File: src/rtl/morse_key_decoder_if.sv
// Signal bundle between a Morse key front end and its consumer.
// master : drives the raw key and the speed select, receives decoded characters.
// slave  : the decoder side; it samples key_in/speed_adjust and drives the
//          character, word-gap and busy outputs.
interface morse_key_decoder_if;
  logic       key_in;
  logic       speed_adjust;
  logic       char_valid;
  logic [5:0] char_code;
  logic [2:0] sym_len;
  logic [4:0] sym_bits;
  logic       word_gap;
  logic       busy;

  modport master (
    output key_in, speed_adjust,
    input  char_valid, char_code, sym_len, sym_bits, word_gap, busy
  );

  modport slave (
    input  key_in, speed_adjust,
    output char_valid, char_code, sym_len, sym_bits, word_gap, busy
  );
endinterface

File: src/rtl/morse_key_decoder.sv
// Hand-keyed Morse receiver: synchronises and debounces a push-button, times
// marks and spaces in dot units, classifies dots/dashes, detects character and
// word gaps and translates the assembled pattern with the ITU table.
// Ports:
//   clk  - system clock
//   rst  - asynchronous, active-high reset
//   kif  - slave modport: key_in, speed_adjust in; char_valid, char_code,
//          sym_len, sym_bits, word_gap, busy out
// Parameters:
//   UNIT_CYCLES     - clk cycles per dot unit when speed_adjust = 1
//   DEBOUNCE_CYCLES - cycles a new key level must persist before acceptance
module morse_key_decoder #(
  parameter int unsigned UNIT_CYCLES     = 10_000_000,
  parameter int unsigned DEBOUNCE_CYCLES = 1_000_000
) (
  input  logic               clk,
  input  logic               rst,
  morse_key_decoder_if.slave kif
);

  localparam logic [31:0] DB_LAST     = 32'(DEBOUNCE_CYCLES - 1);
  // Thresholds are compared against counters that start at 0 on the edge that
  // opens the interval, so each is one less than its length in cycles.
  localparam logic [31:0] DASH_FAST   = 32'(2 * UNIT_CYCLES - 1);
  localparam logic [31:0] CHAR_FAST   = 32'(3 * UNIT_CYCLES - 1);
  localparam logic [31:0] WORD_FAST   = 32'(7 * UNIT_CYCLES - 1);
  localparam logic [31:0] DASH_SLOW   = 32'(6 * UNIT_CYCLES - 1);
  localparam logic [31:0] CHAR_SLOW   = 32'(9 * UNIT_CYCLES - 1);
  localparam logic [31:0] WORD_SLOW   = 32'(21 * UNIT_CYCLES - 1);
  localparam logic [5:0]  CODE_INVALID = 6'd63;

  typedef enum logic [1:0] {IDLE, MARK, SPACE} state_t;

  // ITU table; pattern bits above len are always zero in the shift register.
  function automatic logic [5:0] itu_lookup(input logic [2:0] len,
                                            input logic [4:0] bits);
    logic [5:0] code;
    case ({len, bits})
      8'b010_00010: code = 6'd0;   // A .-
      8'b100_00001: code = 6'd1;   // B -...
      8'b100_00101: code = 6'd2;   // C -.-.
      8'b011_00001: code = 6'd3;   // D -..
      8'b001_00000: code = 6'd4;   // E .
      8'b100_00100: code = 6'd5;   // F ..-.
      8'b011_00011: code = 6'd6;   // G --.
      8'b100_00000: code = 6'd7;   // H ....
      8'b010_00000: code = 6'd8;   // I ..
      8'b100_01110: code = 6'd9;   // J .---
      8'b011_00101: code = 6'd10;  // K -.-
      8'b100_00010: code = 6'd11;  // L .-..
      8'b010_00011: code = 6'd12;  // M --
      8'b010_00001: code = 6'd13;  // N -.
      8'b011_00111: code = 6'd14;  // O ---
      8'b100_00110: code = 6'd15;  // P .--.
      8'b100_01011: code = 6'd16;  // Q --.-
      8'b011_00010: code = 6'd17;  // R .-.
      8'b011_00000: code = 6'd18;  // S ...
      8'b001_00001: code = 6'd19;  // T -
      8'b011_00100: code = 6'd20;  // U ..-
      8'b100_01000: code = 6'd21;  // V ...-
      8'b011_00110: code = 6'd22;  // W .--
      8'b100_01001: code = 6'd23;  // X -..-
      8'b100_01101: code = 6'd24;  // Y -.--
      8'b100_00011: code = 6'd25;  // Z --..
      8'b101_11111: code = 6'd26;  // 0 -----
      8'b101_11110: code = 6'd27;  // 1 .----
      8'b101_11100: code = 6'd28;  // 2 ..---
      8'b101_11000: code = 6'd29;  // 3 ...--
      8'b101_10000: code = 6'd30;  // 4 ....-
      8'b101_00000: code = 6'd31;  // 5 .....
      8'b101_00001: code = 6'd32;  // 6 -....
      8'b101_00011: code = 6'd33;  // 7 --...
      8'b101_00111: code = 6'd34;  // 8 ---..
      8'b101_01111: code = 6'd35;  // 9 ----.
      default:      code = CODE_INVALID;
    endcase
    return code;
  endfunction

  logic        sync_p0, sync_p1, key_db;
  logic [31:0] db_cnt;
  logic        db_accept, key_rise, key_fall;

  state_t      state;
  logic [31:0] mark_cnt, space_cnt;
  logic [4:0]  shreg;
  logic [2:0]  sym_cnt;
  logic        ovf, u_fast;
  logic [31:0] th_dash, th_char, th_word;

  logic        char_valid_r, word_gap_r, busy_r;
  logic [5:0]  char_code_r;
  logic [2:0]  sym_len_r;
  logic [4:0]  sym_bits_r;

  // The FSM reacts on the same edge that key_db changes, so mark and space
  // counters start exactly on the debounced transition.
  assign db_accept = (sync_p1 != key_db) && (db_cnt == DB_LAST);
  assign key_rise  = db_accept && sync_p1;
  assign key_fall  = db_accept && !sync_p1;

  always_comb begin
    th_dash = u_fast ? DASH_FAST : DASH_SLOW;
    th_char = u_fast ? CHAR_FAST : CHAR_SLOW;
    th_word = u_fast ? WORD_FAST : WORD_SLOW;
  end

  // ---- stage p0/p1: synchroniser, then debounce ----
  always_ff @(posedge clk or posedge rst) begin
    if (rst) begin
      sync_p0 <= 1'b0;
      sync_p1 <= 1'b0;
      key_db  <= 1'b0;
      db_cnt  <= '0;
    end else begin
      sync_p0 <= kif.key_in;
      sync_p1 <= sync_p0;
      if (sync_p1 == key_db) begin
        db_cnt <= '0;
      end else if (db_accept) begin
        key_db <= sync_p1;
        db_cnt <= '0;
      end else begin
        db_cnt <= db_cnt + 32'd1;
      end
    end
  end

  // ---- decode FSM on the debounced key ----
  always_ff @(posedge clk or posedge rst) begin
    if (rst) begin
      state        <= IDLE;
      mark_cnt     <= '0;
      space_cnt    <= '0;
      shreg        <= '0;
      sym_cnt      <= '0;
      ovf          <= 1'b0;
      u_fast       <= 1'b1;
      char_valid_r <= 1'b0;
      word_gap_r   <= 1'b0;
      busy_r       <= 1'b0;
      char_code_r  <= CODE_INVALID;
      sym_len_r    <= '0;
      sym_bits_r   <= '0;
    end else begin
      char_valid_r <= 1'b0;
      word_gap_r   <= 1'b0;
      case (state)
        IDLE: begin
          if (key_rise) begin
            state    <= MARK;
            mark_cnt <= '0;
            shreg    <= '0;
            sym_cnt  <= '0;
            ovf      <= 1'b0;
            u_fast   <= kif.speed_adjust;
            busy_r   <= 1'b1;
          end
        end
        MARK: begin
          if (mark_cnt != '1) mark_cnt <= mark_cnt + 32'd1;
          if (key_fall) begin
            // mark_cnt lags the high time by one cycle here, hence 2U-1.
            if (sym_cnt == 3'd5) begin
              ovf <= 1'b1;
            end else begin
              shreg[sym_cnt] <= (mark_cnt >= th_dash);
              sym_cnt        <= sym_cnt + 3'd1;
            end
            space_cnt <= '0;
            state     <= SPACE;
          end
        end
        SPACE: begin
          if (space_cnt == th_char) begin
            char_valid_r <= 1'b1;
            char_code_r  <= ovf ? CODE_INVALID : itu_lookup(sym_cnt, shreg);
            sym_len_r    <= sym_cnt;
            sym_bits_r   <= shreg;
            busy_r       <= 1'b0;
          end
          if (key_rise) begin
            state    <= MARK;
            mark_cnt <= '0;
            busy_r   <= 1'b1;
            // At or past the character gap the press opens a new character;
            // the emission above has already captured the old pattern.
            if (space_cnt >= th_char) begin
              shreg   <= '0;
              sym_cnt <= '0;
              ovf     <= 1'b0;
              u_fast  <= kif.speed_adjust;
            end
          end else if (space_cnt == th_word) begin
            word_gap_r <= 1'b1;
            state      <= IDLE;
          end else begin
            space_cnt <= space_cnt + 32'd1;
          end
        end
        default: state <= IDLE;
      endcase
    end
  end

  assign kif.char_valid = char_valid_r;
  assign kif.char_code  = char_code_r;
  assign kif.sym_len    = sym_len_r;
  assign kif.sym_bits   = sym_bits_r;
  assign kif.word_gap   = word_gap_r;
  assign kif.busy       = busy_r;

endmodule
File: src/flat_wrapper.sv
// flat-port wrapper written by rule: the top's interface ports become plain ports
module morse_key_decoder_flat 
#(
  parameter int unsigned UNIT_CYCLES     = 10_000_000,
  parameter int unsigned DEBOUNCE_CYCLES = 1_000_000
)
  (clk, rst, kif_key_in, kif_speed_adjust, kif_char_valid, kif_char_code, kif_sym_len, kif_sym_bits, kif_word_gap, kif_busy);
  morse_key_decoder_if kif_i ();
  input  logic clk;
  input  logic rst;
  input wire logic [$bits(kif_i.key_in)-1:0] kif_key_in;
  input wire logic [$bits(kif_i.speed_adjust)-1:0] kif_speed_adjust;
  output wire logic [$bits(kif_i.char_valid)-1:0] kif_char_valid;
  output wire logic [$bits(kif_i.char_code)-1:0] kif_char_code;
  output wire logic [$bits(kif_i.sym_len)-1:0] kif_sym_len;
  output wire logic [$bits(kif_i.sym_bits)-1:0] kif_sym_bits;
  output wire logic [$bits(kif_i.word_gap)-1:0] kif_word_gap;
  output wire logic [$bits(kif_i.busy)-1:0] kif_busy;
  assign kif_i.key_in = kif_key_in;
  assign kif_i.speed_adjust = kif_speed_adjust;
  assign kif_char_valid = kif_i.char_valid;
  assign kif_char_code = kif_i.char_code;
  assign kif_sym_len = kif_i.sym_len;
  assign kif_sym_bits = kif_i.sym_bits;
  assign kif_word_gap = kif_i.word_gap;
  assign kif_busy = kif_i.busy;
  morse_key_decoder #(.UNIT_CYCLES(UNIT_CYCLES), .DEBOUNCE_CYCLES(DEBOUNCE_CYCLES)) u_core (.clk(clk), .rst(rst), .kif(kif_i));
endmodule
File: config.mk
export PLATFORM = sky130hd
export DESIGN_NAME = morse_key_decoder_flat
export DESIGN_NICKNAME = d
export VERILOG_FILES = /design/src/rtl/morse_key_decoder_if.sv /design/src/rtl/morse_key_decoder.sv /design/src/flat_wrapper.sv
export SDC_FILE = /design/constraint.sdc
export NUM_CORES = 1
export LEC_CHECK = 0
export CAP_MARGIN = 15
export CORE_MARGIN = 3
export CORE_UTILIZATION = 61
export CTS_CLUSTER_DIAMETER = 40
export DETAILED_ROUTE_END_ITERATION = 12
export HOLD_SLACK_MARGIN = 0.1
export PLACE_DENSITY_LB_ADDON = 0.1
export SYNTH_ARGS = -nofsm -noshare
export SYNTH_HDL_FRONTEND = slang
export SYNTH_SLANG_ARGS = --single-unit
File: constraint.sdc
create_clock -name clk -period 7.5 [get_ports clk]
set_input_delay 0.75 -clock clk [delete_from_list [all_inputs] [get_ports clk]]
set_output_delay 0.75 -clock clk [all_outputs]
set_load 0.01 [all_outputs]
* After elaboration in Yosys (flattened, before gate mapping) *
Cells that the tools add are included.

storage, ports and cells
  output and inout port bits = 17
  register bits = 128
  logic and storage cells = 156
  input bits = 4

operators by class
  reduce and logical (&&, ||, !) cells = 20
  order comparisons = 4
  muxes and demuxes = 53
  add/sub/neg operators = 4
  bitwise operators = 1
  equal/unequal tests = 57

operator list
  operator                                                                 number
  32-bit 2-to-1 mux                                                        7
  6-bit case mux with 36 select lines                                      1
  8-bit equality test, second input constant                               22
  32-bit case mux with 2 select lines                                      2
  32-bit by 1-bit adder with 32-bit output, second input constant          3
  8-bit by 7-bit equality test with 1-bit output, second input constant    12
  32-bit equality test                                                     2
  32-bit greater-or-equal comparator                                       2
  32-bit by 20-bit equality test with 1-bit output, second input constant  1
  32-bit != test, second input constant                                    1
  28-bit 2-to-1 mux                                                        1
  27-bit 2-to-1 mux                                                        1
  26-bit 2-to-1 mux                                                        1
  5-bit 2-to-1 mux                                                         5
  1-bit 2-to-1 mux                                                         17
  8-bit by 6-bit equality test with 1-bit output, second input constant    2
  3-bit 2-to-1 mux                                                         5
  5-bit case mux with 3 select lines                                       1
  2-bit by 1-bit != test with 1-bit output, second input constant          7
  6-bit AND reduction                                                      2
  3-bit case mux with 3 select lines                                       1
  3-bit AND reduction                                                      3
  2-bit 2-to-1 mux                                                         4
  4-bit AND reduction                                                      2
  other kinds (24)                                                         34

* Depth between registers and ports, before layout *
Gate-level depths: netlist (run 1).

  depth in word-level cells = 8
  mapped depth = 10
  gate-level depth less buffers = 8

* Least setup slack after synthesis (run 1) *
Ideal clock, no wire load.

  path kind = register to register
  from = register u_core.u_fast
  to = register u_core.space_cnt[2]
  required time = 7.405 ns
  data arrival time = 2.823 ns
  clock period less this slack = 2.918 ns
  setup slack = 4.582 ns
  path buffers = 2
  cell stages (with the launch flop) = 11
  library setup time = 0.095 ns
  path through = dfstp_2 > inv_1 > ha_1 > or4b_1 > or4_4 > nor4_4 > or3_1 > buf_6 > buf_12 > o211ai_1 > o31ai_1

between the ends
  word-level cells in the longest chain between the ends = 4

ends and longest elaborated chain
  item                           RTL line                  RTL
  start, declared                morse_key_decoder.sv:88   logic ovf, u_fast;
  start signal, assigned         morse_key_decoder.sv:156  u_fast <= kif.speed_adjust;
  start signal, assigned         morse_key_decoder.sv:192  u_fast <= kif.speed_adjust;
  28-bit 2-to-1 mux              morse_key_decoder.sv:105  th_word = u_fast ? WORD_FAST : WORD_SLOW;
  32-bit equality test           morse_key_decoder.sv:194  end else if (space_cnt == th_word) begin
  2-bit != test (no line)        n/a
  4-bit AND reduction (no line)  n/a
  end signal, assigned           morse_key_decoder.sv:198  space_cnt <= space_cnt + 32'd1;
  end, declared                  morse_key_decoder.sv:85   logic [31:0] mark_cnt, space_cnt;

Every way passes these cells.
A chain may end at the register's enable or synchronous reset.

* Worst setup path after layout (run 1) *
  from = register u_core.u_fast
  to = register u_core.space_cnt[13]

The elaborated chain is that of the path after synthesis.

==> results of run 1 <==
==> Yosys cell counts (all sizes together) (3+ instances only) <==
master,n,area (um^2)
nor2,106,398
a211oi,4,30.0
a41oi,4,35.0
o21a,3,22.5
a31o,3,26.3
xnor2,42,368
nor4bb,8,80.1
nand2b,12,75.1
a32oi,4,35.0
and4,10,87.6
o31ai,10,80.1
and2,6,37.5
or3,13,85.1
inv,15,56.3
nand4,35,219
or4b,3,30.0
clkbuf,37,140
buf,7,61.3
nor4,36,253
a21o,5,37.5
nor2b,9,56.3
nand2,75,282
ha,20,250
or2,3,18.8
nor3,28,140
xor2,33,289
dfrtp,121,3030
a21oi,27,139
nor3b,5,37.5
or4,11,95.1
dfstp,7,184
o211a,4,40.0
nand3,49,245
o21ai,39,206
mux2i,5,50.1
nand3b,6,45.0
nand4b,3,26.3
nor4b,9,78.8
a31oi,6,37.5
and3,24,150
==> through the flow <==
step                      setup slack [ps]   util  cells
after floorplan                       3350      -    869
after global placement                3990  0.657   1018
after detailed placement              3910  0.657   1018
after CTS                             3870  0.702   1047
after global routing                  3640  0.703   1048
final                                 3840  0.703   1048
==> worst paths after layout <==
path	startpoint	end	slack (ps)	cells past startpoint
setup / recovery	u_core.u_fast	u_core.space_cnt[13]	3840	8
hold / removal	u_core.sync_p0	u_core.sync_p1	340	0
setup reg to reg	u_core.u_fast	u_core.space_cnt[13]	3840	8
hold reg to reg	u_core.sync_p0	u_core.sync_p1	340	0
max in group asynchronous	rst	u_core.space_cnt[22]	5320	3
min in group asynchronous	rst	u_core.db_cnt[28]	810	2
==> cell families after synthesis <==
family | count (synthesis) | synth area share
simple gates | 457 | 0.322
flops | 128 | 0.414
compound gates | 125 | 0.108
xor+xnor | 75 | 0.0847
buf+inv | 59 | 0.0332
fa+ha+maj | 20 | 0.0323
mux | 5 | 0.00645
==> final cells by class <==
cell class | instances | area [um^2]
well taps | 168 | 210
flip-flops and latches | 128 | 3210
repair buffers | 26 | 243
inverters | 15 | 58.8
multi-input cells | 682 | 4310
clock buffers | 18 | 429
fillers | 975 | 3630
clock inverters | 11 | 120
==> cell usage in the layout (no fill, tap or decap), types with 7 or more instances in the layout <==
master,n
sky130_fd_sc_hd__nor2_1,106
sky130_fd_sc_hd__ha_1,20
sky130_fd_sc_hd__dfstp_2,7
sky130_fd_sc_hd__and4_1,10
sky130_fd_sc_hd__or4_1,7
sky130_fd_sc_hd__nor4_1,31
sky130_fd_sc_hd__nand2_1,75
sky130_fd_sc_hd__inv_1,14
sky130_fd_sc_hd__nand4_1,35
sky130_fd_sc_hd__clkdlybuf4s50_1,20
sky130_fd_sc_hd__nor3_1,28
sky130_fd_sc_hd__and3_1,24
sky130_fd_sc_hd__xnor2_1,42
sky130_fd_sc_hd__clkbuf_16,17
sky130_fd_sc_hd__or3_1,10
sky130_fd_sc_hd__nand2b_1,12
sky130_fd_sc_hd__nand3_1,49
sky130_fd_sc_hd__nor2b_1,9
sky130_fd_sc_hd__dfrtp_1,121
sky130_fd_sc_hd__o21ai_0,35
sky130_fd_sc_hd__xor2_1,33
sky130_fd_sc_hd__a21oi_1,26
sky130_fd_sc_hd__o31ai_1,9
sky130_fd_sc_hd__nor4b_1,9
sky130_fd_sc_hd__nor4bb_1,8
==> per-layer routing <==
layer,global-route usage,vias up
met5,0,-
met4,0.0833,0
met3,0.0536,39
met2,0.426,251
met1,0.386,3232
li1,-,3188
==> power by group through the flow <==
stage / combinational (mW) / sequential (mW) / clock (mW)
floorplan: 0.0147 / 0.706 / 0
global placement: 0.0214 / 0.707 / 0
detailed placement: 0.0220 / 0.707 / 0
CTS: 0.0222 / 0.695 / 0.787
global route: 0.0246 / 0.695 / 0.822
finish: 0.0209 / 0.695 / 0.778
==> state kept, by name, indices dropped and copies added (netlist names), 2 cells and up <==
register and cells:
u_core.space_cnt 32, u_core.kif.char_code 6, u_core.mark_cnt 32, u_core.db_cnt 32
u_core.kif.sym_bits 5, u_core.kif.sym_len 3, u_core.state 2, u_core.sym_cnt 3
u_core.shreg 5
==> results.md, run 1 <==
Timing:
- The number of hold violations in the final report is 0.
- For the pin with the worst max-slew slack, the measured transition is 1070 ps.
- For the final database, setup skew stands at 9.87 ps.
- The maximum achievable frequency is 274 MHz.
- The headroom to the max-slew limit is 0.275.
- In the final timing run, aggregate negative setup slack is 0 ps.
- The smallest clock period supported by the final layout is computed as 3660 ps.
- Across all hold checks on the routed design, the worst slack comes to 344 ps.
- The share of the clock period used by the worst path after layout is 0.488.
- Setup repair after global routing left no endpoint under its margin.
- The number of pins with negative max-slew slack in the final report is 0.
- Setup violations remaining at the end of the flow were counted as 0.

Die:
- The total core area is 0.0122 mm^2.
- Measured along the y axis, the die boundary spans 119 um.
- The floorplan step set the die width to 119 um.
- The initial standard-cell utilization of the core is 0.635.
- The area enclosed by the die boundary is 0.0141 mm^2.
- The standard-cell row count is 40.
- The I/O pin count is 21.

Drt:
- The sum of routed wire segments on met1 is 8310 um.
- The initial DRC count is 566.
- The first detailed-routing pass ran for 7 iterations.
- The final antenna-violating net count is 0.
- In the routed design, unresolved DRC markers number 0.
- The routed via count is 6710.
- The detailed-route wire length per cell is 17.5 um.
- The final layout contains routed wiring with a total length of 18400 um.
- The met3 layer wire length in the routed design is 1100 um.
- After detailed routing, no signal wire sits above met4.
- The via density per instance is 6.40.
- Detailed routing placed a total of 8680 um of wire on met2.

Clock tree:
- The number of post-CTS setup repair buffers is 0.
- The clock edge transition at the registers on the reported setup and hold paths is 60 ps.
- In this run the number of H-tree levels came out at 4.
- TritonCTS built the clock tree.
- Clock tree synthesis inserted a total of 17 buffers.
- Clock tree synthesis selected as its root buffer the cell sky130_fd_sc_hd__clkbuf_16.
- The later pin in the worst-skew pair is clocked with a latency of 420 ps.
- The TritonCTS sink count is 128.
- The number of buffers on the longest clock path is 2.
- The number of gates resized after CTS is 0.
- For this design, the CTS-stage hold fixing added 0 buffers.

GRT:
- Across every metal layer, demand over resource in global routing totals 0.273.
- The pin count of the biggest net entering global routing is 72.
- The global-route wire length before repair is 31600 um.
- For this run the aggregate overflow at the end of global routing stands at 0.
- The via count of the first global-routing pass is 6334.
- The initial antenna violation count was 0.

Critical path:
- STA classifies the critical path endpoint as a flop.
- The critical path in this run is classified as reg2reg.
- The largest fanout of any net on the critical path is 20.
- Among all stages on the critical path, the largest delay is contributed by sky130_fd_sc_hd__dfstp_2.
- Data on the critical path arrives at its endpoint at 3940 ps.
- The number of buffers and inverters on the critical path is 1.
- The signal on the critical path passes through inv_1 > ha_1 > or4b_1 > or4_4 > nor4_4 > or3_1 > or3_2 > a21oi_1.
- The nature of the critical path startpoint is a flop.
- The worst path required time is 7790 ps.
- For this run, the slowest stage of the critical path takes 720 ps.
- The gate family responsible for the most delay along the worst path is simple AND/OR/NAND/NOR gates.

Layout:
- The final net count is 894.
- The share of cells above drive strength 1 is 0.0784.
- The area added between synthesis and finish is 10.6%.
- The number of antenna diodes is 0.
- The summed area of non-filler cells in the final layout is 0.00858 mm^2.

Pwr:
- The power per cell area is 174 mW/mm^2.
- VDD sags by at most 168 uV.
- The leakage power total is 3.60 nW.
- Cell internal power was estimated by the tool at 1.18 mW.
- The relative contribution of sequential cells to total power is 0.465.
- The power consumption is 1.49 mW.
- In this run the power spent charging and discharging nets is 317 uW.
- The clock network fraction of total power is 0.521.
- Of the total power, the share spent switching nets is 0.212.
- The combinational cell fraction of total power is 0.014.

Logic synthesis:
- The mean instance size in the synthesized netlist is 8.93 um^2.
- The leading register cell type out of synthesis is sky130_fd_sc_hd__dfrtp_1.
- The synthesized design contains 128 register bits.
- The mapped netlist covers 0.00776 mm^2.
- Of the synthesized area, sequential elements account for 0.414.
- The number of library cell types mapped by synthesis is 70.
- The number of warning messages in the yosys log is 0.
- Synthesis produced a netlist with a net count of 893.
- The post-synthesis instance total is 869.
- In the synthesized netlist the async set-or-reset flop fraction comes to 1.00.
- In this run, synthesis inferred 0 flip-flops with an integrated enable.

Run status:
- The run finished with clean final reports.

Place:
- Once detailed placement completed, the half-perimeter wirelength came to 12300 um.
- At the end of routability-driven placement, the weighted congestion stood at 0.933.
- The area after detailed placement is 0.00803 mm^2.
- The number of buffer cells added on primary ports is 20.

Hold path:
- The min-delay analysis places its worst path in the category reg2reg.

Run:
- Max-cap violations in this run came to 0.
No activity file was read; power rests on OpenSTA's default activity.
==> run 2: changes to the inputs <==
--- a/config.mk
+++ b/config.mk
@@ -7,7 +7,7 @@
 export LEC_CHECK = 0
 export CAP_MARGIN = 15
 export CORE_MARGIN = 3
-export CORE_UTILIZATION = 61
+export CORE_UTILIZATION = 57
 export CTS_CLUSTER_DIAMETER = 40
 export DETAILED_ROUTE_END_ITERATION = 12
 export HOLD_SLACK_MARGIN = 0.1
==> constraint.sdc (replaced) <==
create_clock -name clk -period 3.2 [get_ports clk]
set_input_delay 0.32 -clock clk [delete_from_list [all_inputs] [get_ports clk]]
set_output_delay 0.32 -clock clk [all_outputs]
set_load 0.01 [all_outputs]
==> results.md, run 2 (synthesis results as in run 1) <==
Timing:
- The worst hold slack after final layout is 328 ps (was 344 ps).
- The setup clock skew after layout is 9.57 ps (was 9.87 ps).
- The clock period minus final worst setup slack was 3050 ps (was 3660 ps).
- The number of hold violations in the final report is 0 (unchanged).
- The post-route setup TNS was 0 ps (unchanged).
- RSZ-0062 raised after global routing: false (unchanged).
- The number of pins with negative max-slew slack in the final report came to 0 (unchanged).
- The share of the clock period used by the worst path after layout is 0.954 (was 0.488).
- The final setup violation count is 0 (unchanged).
- The headroom to the max-slew limit is 0.487 (was 0.275).
- The maximum achievable frequency is 327 MHz (was 274 MHz).
- The transition time of the tightest slew-check pin is 768 ps (was 1070 ps).

Critical path:
- The nature of the critical path startpoint is a flop (unchanged).
- The signal arrival time at the worst endpoint is 3370 ps (was 3940 ps).
- The worst path required time was 3510 ps (was 7790 ps).
- The launch point of the critical path is u_core.u_fast (unchanged).
- The type of the worst setup path is reg2reg (unchanged).
- The kind of end point of the critical path is a flop (unchanged).
- The reg-to-reg startpoint is u_core.u_fast (unchanged).
- The largest fanout of any net on the critical path is 20 (unchanged).

Clock tree:
- The count of hold buffers inserted by post-cts repair was 0 (unchanged).
- The total clock buffers created by CTS is 17 (unchanged).
- The number of buffers on the longest clock path is 2 (unchanged).
- The clock edge transition at the registers on the reported setup and hold paths is 60 ps (about the same).
- The buffer type at the clock tree root is sky130_fd_sc_hd__clkbuf_16 (unchanged).
- The CTS tree is yes (unchanged).
- The H-tree level count is 4 (unchanged).
- The clock insertion delay at the later pin of the skew report was 430 ps (was 420 ps).
- The TritonCTS sink count came to 128 (unchanged).

Drt:
- The final antenna-violating net count is 0 (unchanged).
- The routed via count is 6921 (was 6710).
- The final wirelength was 19100 um (was 18400 um).
- The via density per instance is 6.44 (was 6.40).
- The remaining routing DRC violations is 0 (unchanged).
- The detailed-route wire length per cell was 17.8 um (was 17.5 um).
- The iteration count of the initial detailed-routing pass is 5 (was 7).
- The initial DRC count is 719 (was 566).

Die:
- The die span in x came to 123 um (was 119 um).
- The initial standard-cell utilization of the core is 0.598 (was 0.635).
- The area enclosed by the die boundary is 0.0150 mm^2 (was 0.0141 mm^2).
- The standard-cell row count was 41 (was 40).
- The total core area was 0.0130 mm^2 (was 0.0122 mm^2).
- The die extent in y was 123 um (was 119 um).
- The I/O pin count came to 21 (unchanged).

Layout:
- The filler-free cell count of the finished design is 1074 (was 1048).
- The most common library cell in the layout ignoring fill and taps is sky130_fd_sc_hd__dfrtp_1 (unchanged).
- The share of cells above drive strength 1 came to 0.0998 (was 0.0784).
- The number of antenna diodes came to 0 (unchanged).
- Commonest cells after routing, fill and taps aside: 121 x sky130_fd_sc_hd__dfrtp_1, 106 x sky130_fd_sc_hd__nor2_1, 75 x sky130_fd_sc_hd__nand2_1 (unchanged).
- The area added between synthesis and finish is 14.1% (was 10.6%).
- The final net count is 913 (was 894).
- Registers with the highest flip-flop counts: u_core.db_cnt (32), u_core.mark_cnt (32), u_core.space_cnt (32) (unchanged).

GRT:
- The initial antenna violation count came to 0 (unchanged).
- The via count of the first global-routing pass is 6632 (was 6334).
- The residual overflow from global routing is 0 (unchanged).
- The pin count of the biggest net entering global routing was 57 (was 72).
- The global-route wire length before repair is 32500 um (was 31600 um).
- The total routing usage reported by global routing is 0.268 (was 0.273).

Pwr:
- The power spent charging and discharging nets is 750 uW (was 317 uW).
- The relative contribution of sequential cells to total power came to 0.437 (was 0.465).
- The net switching share of the total power is 0.201 (was 0.212).
- The peak ir drop on the vdd network came to 391 uV (was 168 uV).
- The combinational cell fraction of total power is 0.016 (was 0.014).
- The clock network fraction of total power is 0.547 (was 0.521).
- The power consumption came to 3.73 mW (was 1.49 mW).
- The design internal power came to 2.98 mW (was 1.18 mW).
- The leakage power total was 3.74 nW (was 3.60 nW).
- The power per cell area is 421 mW/mm^2 (was 174 mW/mm^2).

Place:
- The total half-perimeter wirelength after legalization and detailed placement is 13000 um (was 12300 um).
- The placer congestion estimate is 0.945 (was 0.933).
- The number of buffer cells added on primary ports came to 20 (unchanged).
- The number of placed instances, taps included was 1040 (was 1018).

Hold path:
- The path class of the lowest-slack min-delay path is in2reg (was reg2reg).
- The critical hold path startpoint is kif_key_in (was u_core.sync_p0).

Run:
- The count of maximum capacitance violations is 0 (unchanged).

Run status:
- Outcome: complete, no violations (unchanged).
[run 2: changes by cell type in the layout (fill, tap and decap cells not counted), moves of 2 or more]
cell	delta
sky130_fd_sc_hd__clkbuf_8	+2
sky130_fd_sc_hd__buf_12	+2
sky130_fd_sc_hd__buf_4	+17
sky130_fd_sc_hd__bufinv_16	+2
sky130_fd_sc_hd__clkbuf_1	+2
[run 2: timing repair]
action | in CTS | in global routing
endpoints found under the setup margin | 0 | 9
hold endpoints to repair | 0 | 0
setup buffers | 0 | 2
gates resized for setup | 0 | 2
[run 2: cell type report]
cell class | instances | area [um^2]
tap | 172 | 215
sequential | 128 | 3210
multi-input combinational | 682 | 4320
timing repair buffer | 45 | 417
inverter | 15 | 60.1
fill | 1042 | 4130
clock buffer | 22 | 464
clock inverter | 10 | 159
[run 2: worst paths after layout]
check,to,slack [ps],cells past startpoint
min,u_core.sync_p0,330,1
max in group asynchronous,u_core.shreg[0],2070,3
min in group asynchronous,u_core.space_cnt[12],380,2
max,u_core.space_cnt[18],150,9
min reg2reg,u_core.sync_p1,370,0
max reg2reg,u_core.space_cnt[18],150,9
[run 2: worst max-delay path, stage by stage (launching register included)]
cell and delay [ps]:
sky130_fd_sc_hd__dfstp_2 520, sky130_fd_sc_hd__inv_1 160, sky130_fd_sc_hd__ha_4 310, sky130_fd_sc_hd__or4b_1 540
sky130_fd_sc_hd__or4_4 450, sky130_fd_sc_hd__nor4_4 380, sky130_fd_sc_hd__or3_1 180, sky130_fd_sc_hd__buf_6 190
sky130_fd_sc_hd__or3_2 140, sky130_fd_sc_hd__a21oi_1 60
[run 2: layer usage]
metal,vias up,wire length [um],track usage
li1,3215,-,-
met4,0,350,0.109
met1,3411,8350,0.349
met5,-,0,0
met2,257,9280,0.438
met3,38,1150,0.0562
[run 2: per-stage QoR]
step / util / setup WS [ps] / instance area (um^2)
floorplan: - / 282 / 7760
global placement: 0.631 / 272 / 8190
detailed placement: 0.631 / 170 / 8190
CTS: 0.679 / 109 / 8820
global route: 0.682 / 9.53 / 8850
finish: 0.682 / 146 / 8850
[run 2: power groups by stage]
stage | sequential, mW | clock [mW] | combinational (mW)
2_1_floorplan | 1.66 | 0 | 0.0349
3_3_place_gp | 1.66 | 0 | 0.0597
3_5_place_dp | 1.66 | 0 | 0.0611
4_1_cts | 1.63 | 2.05 | 0.0615
5_1_grt | 1.63 | 2.14 | 0.0674
6_report | 1.63 | 2.04 | 0.0588
==> run 3: changes to the inputs <==
--- a/config.mk
+++ b/config.mk
@@ -6,7 +6,6 @@
 export NUM_CORES = 1
 export LEC_CHECK = 0
 export CAP_MARGIN = 15
-export CORE_MARGIN = 3
 export CORE_UTILIZATION = 57
 export CTS_CLUSTER_DIAMETER = 40
 export DETAILED_ROUTE_END_ITERATION = 12
==> results.md, run 3 (synthesis results as in run 1) <==
Place:
- The total half-perimeter wirelength after legalization and detailed placement is 13100 um (was 13000 um).
- The number of placed instances, taps included is 1048 (was 1040).
- The number of buffer cells added on primary ports is 20 (unchanged).
- The placer congestion estimate is 0.943 (was 0.945).

Drt:
- The final antenna-violating net count was 0 (unchanged).
- The final wirelength came to 18900 um (was 19100 um).
- The remaining routing DRC violations is 0 (unchanged).
- The detailed-route wire length per cell is 17.5 um (was 17.8 um).
- The via density per instance was 6.35 (was 6.44).
- The routed via count was 6840 (was 6921).
- The iteration count of the initial detailed-routing pass came to 5 (unchanged).
- The initial DRC count is 497 (was 719).

Timing:
- The final setup violation count is 0 (unchanged).
- The headroom to the max-slew limit was 0.458 (was 0.487).
- The clock period minus final worst setup slack was 2940 ps (was 3050 ps).
- The setup clock skew after layout was 11.8 ps (was 9.57 ps).
- The number of pins with negative max-slew slack in the final report is 0 (unchanged).
- The post-route setup TNS is 0 ps (unchanged).
- The number of hold violations in the final report is 0 (unchanged).
- The maximum achievable frequency is 340 MHz (was 327 MHz).
- The transition time of the tightest slew-check pin was 812 ps (was 768 ps).
- RSZ-0062 raised after global routing: false (unchanged).
- The share of the clock period used by the worst path after layout is 0.920 (was 0.954).

Layout:
- The share of cells above drive strength 1 is 0.0987 (was 0.0998).
- Commonest cells after routing, fill and taps aside: 121 x sky130_fd_sc_hd__dfrtp_1, 106 x sky130_fd_sc_hd__nor2_1, 75 x sky130_fd_sc_hd__nand2_1 (unchanged).
- The most common library cell in the layout ignoring fill and taps is sky130_fd_sc_hd__dfrtp_1 (unchanged).
- The filler-free cell count of the finished design is 1078 (was 1074).
- The final net count came to 915 (was 913).
- The number of antenna diodes was 0 (unchanged).
- The area added between synthesis and finish was 13.0% (was 14.1%).
- The post-layout utilization of the core is 0.662 (was 0.682).
- Registers with the highest flip-flop counts: u_core.db_cnt (32), u_core.mark_cnt (32), u_core.space_cnt (32) (unchanged).

Clock tree:
- The number of gates resized after CTS is 0 (unchanged).
- The number of post-CTS setup repair buffers came to 0 (unchanged).
- The clock edge transition at the registers on the reported setup and hold paths is 50 ps (was 60 ps).
- The TritonCTS sink count is 128 (unchanged).
- The CTS tree is yes (unchanged).
- The H-tree level count is 4 (unchanged).
- The buffer type at the clock tree root was sky130_fd_sc_hd__clkbuf_16 (unchanged).
- The total clock buffers created by CTS came to 17 (unchanged).
- The clock insertion delay at the later pin of the skew report is 420 ps (was 430 ps).
- The number of buffers on the longest clock path is 2 (unchanged).
- The count of hold buffers inserted by post-cts repair is 0 (unchanged).

Hold path:
- The path class of the lowest-slack min-delay path is in2reg (unchanged).
- The critical hold path startpoint is kif_key_in (unchanged).
- The number of cells on the worst hold path is 1 (unchanged).

GRT:
- The via count of the first global-routing pass came to 6766 (was 6632).
- The global-route wire length before repair is 32600 um (was 32500 um).
- The residual overflow from global routing is 0 (unchanged).
- The initial antenna violation count is 0 (unchanged).
- The total routing usage reported by global routing is 0.287 (was 0.268).
- The pin count of the biggest net entering global routing came to 52 (was 57).

Critical path:
- The signal arrival time at the worst endpoint came to 3230 ps (was 3370 ps).
- The launch point of the critical path is u_core.u_fast (unchanged).
- The type of the worst setup path was reg2reg (unchanged).
- The nature of the critical path startpoint is a flop (unchanged).
- The largest fanout of any net on the critical path is 19 (was 20).
- The reg-to-reg setup timing slack was 260 ps (was 150 ps).
- The worst path required time is 3490 ps (was 3510 ps).
- The kind of end point of the critical path is a flop (unchanged).
- The reg-to-reg startpoint is u_core.u_fast (unchanged).
- The depth of the worst register-to-register path is 9 (unchanged).

Die:
- The total core area is 0.0132 mm^2 (was 0.0130 mm^2).
- The area enclosed by the die boundary came to 0.0141 mm^2 (was 0.0150 mm^2).
- The die extent in y is 119 um (was 123 um).
- The I/O pin count came to 21 (unchanged).
- The initial standard-cell utilization of the core came to 0.586 (was 0.598).
- The standard-cell row count is 42 (was 41).
- The die span in x came to 119 um (was 123 um).

Pwr:
- The leakage power total is 3.72 nW (was 3.74 nW).
- The peak ir drop on the vdd network is 373 uV (was 391 uV).
- The power per cell area is 400 mW/mm^2 (was 421 mW/mm^2).

Run status:
- Outcome: complete, no violations (unchanged).

Run:
- The count of maximum capacitance violations is 0 (unchanged).
[run 3: metrics by stage]
stage               setup slack, ps  power, mW  instance area, um^2  hold slack (ps)
floorplan                       282       1.69                 7760              331
global placement                361       1.71                 8220              339
detailed placement              292       1.72                 8220              343
CTS                             291       3.54                 8760              326
global route                    144       3.61                 8760              349
finish                          257       3.50                 8760              337
[run 3: final cells by class]
class                      count  area (um^2)
clock buffer                  24          492
clock inverter                 6         57.6
fill                        1119         4480
inverter                      15         60.1
multi-input combinational    682         4310
sequential                   128         3210
tap                          176          220
timing repair buffer          47          415
[run 3: worst max-delay path, stage by stage (launching register included)]
cell and delay [ps]:
sky130_fd_sc_hd__dfstp_2 520, sky130_fd_sc_hd__inv_1 50, sky130_fd_sc_hd__ha_1 340, sky130_fd_sc_hd__or4b_1 530
sky130_fd_sc_hd__or4_4 440, sky130_fd_sc_hd__nor4_4 280, sky130_fd_sc_hd__or3_1 200, sky130_fd_sc_hd__buf_4 230
sky130_fd_sc_hd__or3_2 150, sky130_fd_sc_hd__a21oi_1 60
[run 3: worst paths after layout]
kind	end
hold reg to reg	u_core.sync_p1
setup reg to reg	u_core.space_cnt[18]
min in group asynchronous	u_core.kif.word_gap
hold / removal	u_core.sync_p0
max in group asynchronous	u_core.space_cnt[8]
setup / recovery	u_core.space_cnt[18]
[run 3: power breakdown]
| part | internal, mW | switching, mW |
|---|---|---|
| logic | 0.0121 | 0.0439 |
| registers | 1.62 | 0.00408 |
| clock network | 1.14 | 0.684 |
[run 3: layer usage]
metal	routed length, um	track usage	vias up
met1	8090	0.373	3295
li1	-	-	3227
met2	9130	0.467	277
met3	1190	0.0521	41
met5	0	0	-
met4	463	0.133	0
